`src/rtl/master_clock_enable_gen.sv`:
```
// NES master-clock enable generator: CPU/PPU enables, M2 phase, reset stretch,
// run/pause/single-step debug control and a free-running CPU cycle counter.
module master_clock_enable_gen #(
    parameter int CPU_DIV  = 12,
    parameter int PPU_DIV  = 4,
    parameter int M2_HIGH  = 7,
    parameter int RST_HOLD = 64,
    parameter int CNT_W    = 32
) (
    input  logic             clk_mst,
    input  logic             rst,
    input  logic             run,
    input  logic             step_req,
    output logic             step_ack,
    output logic             sys_rst,
    output logic             cpu_ce,
    output logic             ppu_ce,
    output logic             m2,
    output logic [CNT_W-1:0] cpu_cycle
);

    if (CPU_DIV % PPU_DIV != 0) begin : g_bad_ppu_div
        $error("CPU_DIV must be a multiple of PPU_DIV");
    end
    if (M2_HIGH <= 0 || M2_HIGH >= CPU_DIV) begin : g_bad_m2_high
        $error("M2_HIGH must lie strictly between 0 and CPU_DIV");
    end
    if (RST_HOLD < 1) begin : g_bad_rst_hold
        $error("RST_HOLD must be at least 1");
    end

    localparam int PH_W = (CPU_DIV > 1) ? $clog2(CPU_DIV) : 1;
    localparam int HW   = $clog2(RST_HOLD + 1);

    localparam logic [PH_W-1:0] PH_LAST   = PH_W'(CPU_DIV - 1);
    localparam logic [HW-1:0]   HOLD_LAST = HW'(RST_HOLD - 1);
    localparam logic [31:0]     M2_START  = 32'(CPU_DIV - M2_HIGH);
    localparam logic [31:0]     PPU_MOD   = 32'(PPU_DIV);

    typedef enum logic [1:0] {
        S_HOLD,
        S_RUN,
        S_PAUSED,
        S_STEP
    } state_t;

    state_t          state;
    logic [PH_W-1:0] phase;
    logic [HW-1:0]   hold;
    logic [PH_W-1:0] phase_nx;
    logic            phase_last;
    logic            adv;

    assign phase_last = (phase == PH_LAST);
    assign phase_nx   = phase_last ? '0 : phase + PH_W'(1);

    // Outputs decode from registered state only; inputs never reach them
    // combinationally.
    assign adv     = (state == S_RUN) || (state == S_STEP);
    assign sys_rst = (state == S_HOLD);
    assign cpu_ce  = adv && (phase == '0);
    assign ppu_ce  = adv && ((32'(phase) % PPU_MOD) == 32'd0);
    assign m2      = adv && (32'(phase) >= M2_START);

    always_ff @(posedge clk_mst) begin
        if (rst) begin
            state     <= S_HOLD;
            hold      <= '0;
            phase     <= '0;
            cpu_cycle <= '0;
            step_ack  <= 1'b0;
        end else begin
            step_ack <= 1'b0;
            if (cpu_ce) begin
                cpu_cycle <= cpu_cycle + CNT_W'(1);
            end
            unique case (state)
                S_HOLD: begin
                    phase <= '0;
                    if (hold == HOLD_LAST) begin
                        state <= run ? S_RUN : S_PAUSED;
                    end else begin
                        hold <= hold + HW'(1);
                    end
                end
                S_RUN: begin
                    phase <= phase_nx;
                    if (phase_last && !run) begin
                        state <= S_PAUSED;
                    end
                end
                S_PAUSED: begin
                    phase <= '0;
                    if (run) begin
                        state <= S_RUN;
                    end else if (step_req) begin
                        state <= S_STEP;
                    end
                end
                S_STEP: begin
                    // A step always completes a whole CPU cycle.
                    phase <= phase_nx;
                    if (phase_last) begin
                        step_ack <= 1'b1;
                        state    <= run ? S_RUN : S_PAUSED;
                    end
                end
                default: begin
                    state <= S_HOLD;
                end
            endcase
        end
    end

endmodule

```
`config.mk`:
```
export PLATFORM = sky130hd
export DESIGN_NAME = master_clock_enable_gen
export DESIGN_NICKNAME = d
export VERILOG_FILES = /design/src/rtl/master_clock_enable_gen.sv
export SDC_FILE = /design/constraint.sdc
export NUM_CORES = 1
export LEC_CHECK = 0
export BUFFER_PORTS_ARGS = -buffer_cell sky130_fd_sc_hd__buf_4
export CORE_ASPECT_RATIO = 1.25
export CORE_MARGIN = 4
export CORE_UTILIZATION = 60
export CTS_BUF_LIST = sky130_fd_sc_hd__clkbuf_8 sky130_fd_sc_hd__clkbuf_16
export CTS_CLUSTER_SIZE = 16
export DETAILED_ROUTE_END_ITERATION = 16
export PLACE_DENSITY_LB_ADDON = 0.2
export SLEW_MARGIN = 0
export SYNTH_ARGS = -nofsm -noshare
export SYNTH_HDL_FRONTEND = slang
export SYNTH_SLANG_ARGS = --single-unit
```
`constraint.sdc`:
```
create_clock -name clk_mst -period 6.08 [get_ports clk_mst]
set_input_delay 0.608 -clock clk_mst [delete_from_list [all_inputs] [get_ports clk_mst]]
set_output_delay 0.608 -clock clk_mst [all_outputs]
set_load 0.05 [all_outputs]
```
* Word-level counts from Yosys, hierarchy flattened *
Index checks and enable logic that the tools add are counted.

word-level totals
  input port bits = 4
  register bits = 46
  output and inout port bits = 37
  logic and storage cells = 44

cells by class
  bitwise gates (word level) = 2
  muxes and demuxes = 10
  add/sub/neg operators = 3
  reduce and logical (&&, ||, !) cells = 14
  equality and inequality tests = 9
  order comparisons = 1

operators with widths
  cell                                                                   number
  32-bit by 1-bit adder with 32-bit output, second input constant        1
  32-bit zero test                                                       1
  2-bit 2-to-1 mux                                                       6
  2-bit case mux with 4 select lines                                     1
  4-bit case mux with 2 select lines                                     1
  7-bit by 1-bit adder with 7-bit output, second input constant          1
  7-bit by 6-bit equality test with 1-bit output, second input constant  1
  2-bit OR reduction                                                     3
  4-bit by 1-bit adder with 4-bit output, second input constant          1
  2-bit equality test, second input constant                             2
  4-bit equality test, second input constant                             1
  4-bit by 3-bit >= comparator with 1-bit output, second input constant  1
  1-bit logical AND                                                      4
  4-bit zero test                                                        1
  4-bit 2-to-1 mux                                                       1
  2-bit by 1-bit != test with 1-bit output, second input constant        2
  4-bit AND reduction                                                    1
  3-bit != test, second input constant                                   1
  2-bit by 1-bit equality test with 1-bit output, second input constant  1
  2-bit zero test                                                        1
  2-bit != test, second input constant                                   1
  1-bit inverter                                                         2
  2-bit AND reduction                                                    1
  1-bit zero test                                                        1
  2 further kinds                                                        2

* Depth between registers and ports, before layout *
  depth after elaboration = 4
  depth in mapped cells = 8
  mapped depth without buffers = 7

* Worst setup path after synthesis *
OpenSTA, ideal clock, no wires.

  path kind = flip-flop to flip-flop
  start point = reg cpu_cycle[2]
  end point = reg cpu_cycle[29]
  stages on the path, launching flop included = 6
  path buffers = 1
  arrival time = 2.268 ns
  clock period less this slack = 2.339 ns
  setup slack = 3.741 ns
  required time = 6.010 ns
  library setup time = 0.070 ns
  cell sequence = dfxtp_1 -> or3b_1 -> or4_1 -> buf_2 -> or4_1 -> a21oi_1

between the ends
  cells in the longest elaborated chain, start to end = 1

RTL lines
  what                                      RTL line  source
  start, declared                           19        output logic [CNT_W-1:0] cpu_cycle
  start signal, assigned                    75        cpu_cycle <= cpu_cycle + CNT_W'(1);
  32-bit by 1-bit adder with 32-bit output  75

Every way passes these cells.
A chain may end at the register's enable or synchronous reset.

* Worst setup path after layout *
  start point = reg state[1]
  end point = out cpu_ce

between the ends
  cells in the longest elaborated chain, start to end = 3
  elaborated cells on any way between the ends = 4
  those cells by class = eq/ne: 2; reduce/logical: 2

RTL lines
  what                                                                                   RTL line  source
  start, declared                                                                        47        state_t state;
  start signal, assigned                                                                 81        state <= run ? S_RUN : S_PAUSED;
  start signal, assigned                                                                 105       state <= run ? S_RUN : S_PAUSED;
  2-bit by 1-bit equality test with 1-bit output or 2-bit equality test (tied branches)  59        assign adv = (state == S_RUN) || (state == S_STEP);
  1-bit logical OR (*)                                                                   59
  1-bit logical AND (*)                                                                  61        assign cpu_ce = adv && (phase == '0);
  end, declared                                                                          16        output logic cpu_ce,

Mark *: on every way between the ends. The rest lies on a longest branch, timed or not.

==> reports/results.ini <==
[synth]
synth_edf_count = 0
async_reset_ff_share_pct = 0
syn_area_um2 = 2370
synthFlopType = dfxtp_1
synth_seq_cells = 46
synth_area_leaders = dfxtp_1 (39%), a21oi_1 (6.3%), or4_1 (5.4%)
yosys_warnings = 0
yosysUniqueCellTypes = 39
synth_area_per_cell_um2 = 8.50
synth_largest_area_cell = dfxtp_1
synth_top_area_share_pct = 38.8
synth_nets = 293
ys_seq_area_share_pct = 38.8
synthCells = 279

[die]
io-pin-count = 41
start_util_pct = 62.7
fp.dieH_um = 78.3
fp.dieW_um = 64.2
rows = 25
coreArea_um2 = 3780
die_area_um2 = 5030

[place]
placed_area_um2 = 2690
port_buffers = 40
globalplace.congestion = 0.814
hpwl_mm = 3.60
post-place-ws_ps = 3590

[setup_path]
rr_worst_depth = 6
required_ps = 5470
startpoint = state[1]$_SDFFE_PP0P_
worstPathCellList = inv_1, ha_1, o21ai_1, nor2_1, buf_4
critPathMaxStageDelay_ps = 520
cp.arrival_ps = 1960
cpMaxStageDelayCell = o21ai_1
start_kind = flip-flop
worstSetupPathType = reg -> out
cp-endpoint = cpu_ce
reg2reg_to = cpu_cycle[27]$_SDFFE_PP0P_
reg2reg_from = state[1]$_SDFFE_PP0P_
r2r_setup_slack_ps = 3550
crit_path_end_kind = primary output
cp_max_fo = 10

[flow_run]
cap_violations = 0

[global_route]
grt_max_degree = 47
overflow = 0
grt_pass1_vias = 2070
antenna_found_initial = 0
grt_pass1_wl_mm = 9.28
track_usage_pct = 22.9

[final_layout]
ff_latch_area_um2 = 921
fill_cells = 299
drive_above_1_share_pct = 17.5
multi_input_area_um2 = 1340
fin_nets = 328
final_common_cell = dfxtp_1
synthToLayoutAreaGrowth_pct = 17.0
final_area_um2 = 2780
final_cell_mix = dfxtp_1 (46), buf_4 (40), a21oi_1 (30)
diodes = 0

[power]
power.density_nw_per_um2 = 275
p_leak_nw = 0.989
peakVddDrop_v = 0.000301

[drt]
wire_per_inst_um = 13.9
routed_via_density = 5.83
drtIter0Drc = 178
ant_nets = 0
drtPass1Iterations = 5
dr_total_vias = 2151
drc_errors = 0
wl_mm = 5.14

[cts]
clock_path_buffers = 2
numCtsBuffers = 5
cts.repair.resized = 0
root_buffer = clkbuf_8
clk_latency_ps = 310
h-tree-depth = 2
path_clk_slew_ps = 80
cts.sinks = 46
post-cts-setup-buffer-count = 0
hold_buffers = 0
cts_tree = done

[timing]
relSlewSlack_pct = 36.7
post-route-min-period_ps = 2570
layout_setup_ws_ps = 3510
report.final.slew_viol_count = 0
max_freq_ghz = 0.389
worst_slew_pin_slew_ps = 942
finalSetupViolCount = 0
fin_skew_ps = 9.77
hold_viol = 0
rsz0062_at_grt = no
finalCritPeriodShare_pct = 42.3
setup_tns_ps = 0

[min_path]
whs_path_depth = 2
hold_path.class = reg -> reg

[status]
outcome = complete, no violations

==> critical path, delay by kind of cell (launching register included) <==
family,cells,cell delay (ps)
adders and majority gates,1,240
DFF,1,380
AOI/OAI and AO/OA,1,520
buffers and inverters,2,320
and+or+nand+nor,1,190
==> sequential cells by signal, indices dropped and copies added, names as in the netlist <==
name / cells
phase: 4
state: 2
cpu_cycle: 32
hold: 7
step_ack: 1
==> synth_stat cells, types with 2 or more instances <==
library cell	number
clkbuf_1	8
a311oi_1	2
mux2_2	3
nor3_1	2
xor2_1	5
nand2_1	8
mux2i_1	2
or4_1	17
nor3b_1	3
nand3_1	17
nand2b_1	2
or2_2	5
o31ai_1	15
a21oi_1	30
and3_1	2
o21ai_0	7
nor2_1	25
nor4_1	6
and2_1	2
dfxtp_1	46
nand3b_1	2
nand4_1	12
buf_2	2
and4_1	3
ha_1	10
or3_1	7
nor2b_1	3
xnor2_1	9
inv_1	14
==> where the power goes <==
part	internal, mW	switching (mW)
logic	0.0780	0.151
clock network	0.0902	0.104
registers	0.320	0.0215
==> worst min-delay path by stage <==
| stage | start | end | slack [ps] |
|---|---|---|---|
| global route | hold[6]$_SDFFE_PP0P_ | hold[6]$_SDFFE_PP0P_ | 480 |
| detailed placement | hold[6]$_SDFFE_PP0P_ | hold[6]$_SDFFE_PP0P_ | 450 |
| finish | hold[6]$_SDFFE_PP0P_ | hold[6]$_SDFFE_PP0P_ | 460 |
| global placement | hold[6]$_SDFFE_PP0P_ | hold[6]$_SDFFE_PP0P_ | 440 |
| CTS | hold[6]$_SDFFE_PP0P_ | hold[6]$_SDFFE_PP0P_ | 470 |
| floorplan | hold[6]$_SDFFE_PP0P_ | hold[6]$_SDFFE_PP0P_ | 440 |
==> logic make-up after synthesis <==
kind of cell / Yosys count / share of synthesized area, %
and+or+nand+nor: 120 / 29.2
buffers and inverters: 26 / 4.54
DFF: 46 / 38.8
AOI/OAI and AO/OA: 58 / 14.7
adders and majority gates: 10 / 5.27
muxes: 5 / 2.27
xor gates and xnor gates: 14 / 5.17
==> cell type report <==
type	count	share of cell area, %
Clock buffer	6	2.97
Clock inverter	2	0.315
Inverter	14	1.89
Multi-Input combinational cell	207	48.4
Sequential cell	46	33.2
Tap cell	54	2.43
Timing Repair Buffer	40	10.8
==> metal layers <==
metal / track usage, % / vias up / wire length (µm)
met1: 29.1 / 1005 / 2310
met4: 9.51 / 0 / 102
met5: 0 / - / 0
li1: - / 1099 / -
met2: 37.8 / 38 / 2540
met3: 4.43 / 9 / 190
==> per-stage QoR <==
step	power, mW	util (%)	cells	hold WS [ps]
2_1_floorplan	0.522	-	279	436
3_3_place_gp	0.570	70.9	361	444
3_5_place_dp	0.576	70.9	361	454
4_1_cts	0.766	73.4	369	465
5_1_grt	0.809	73.4	369	484
6_report	0.764	73.4	369	460
(Power assumes the default switching activity.)
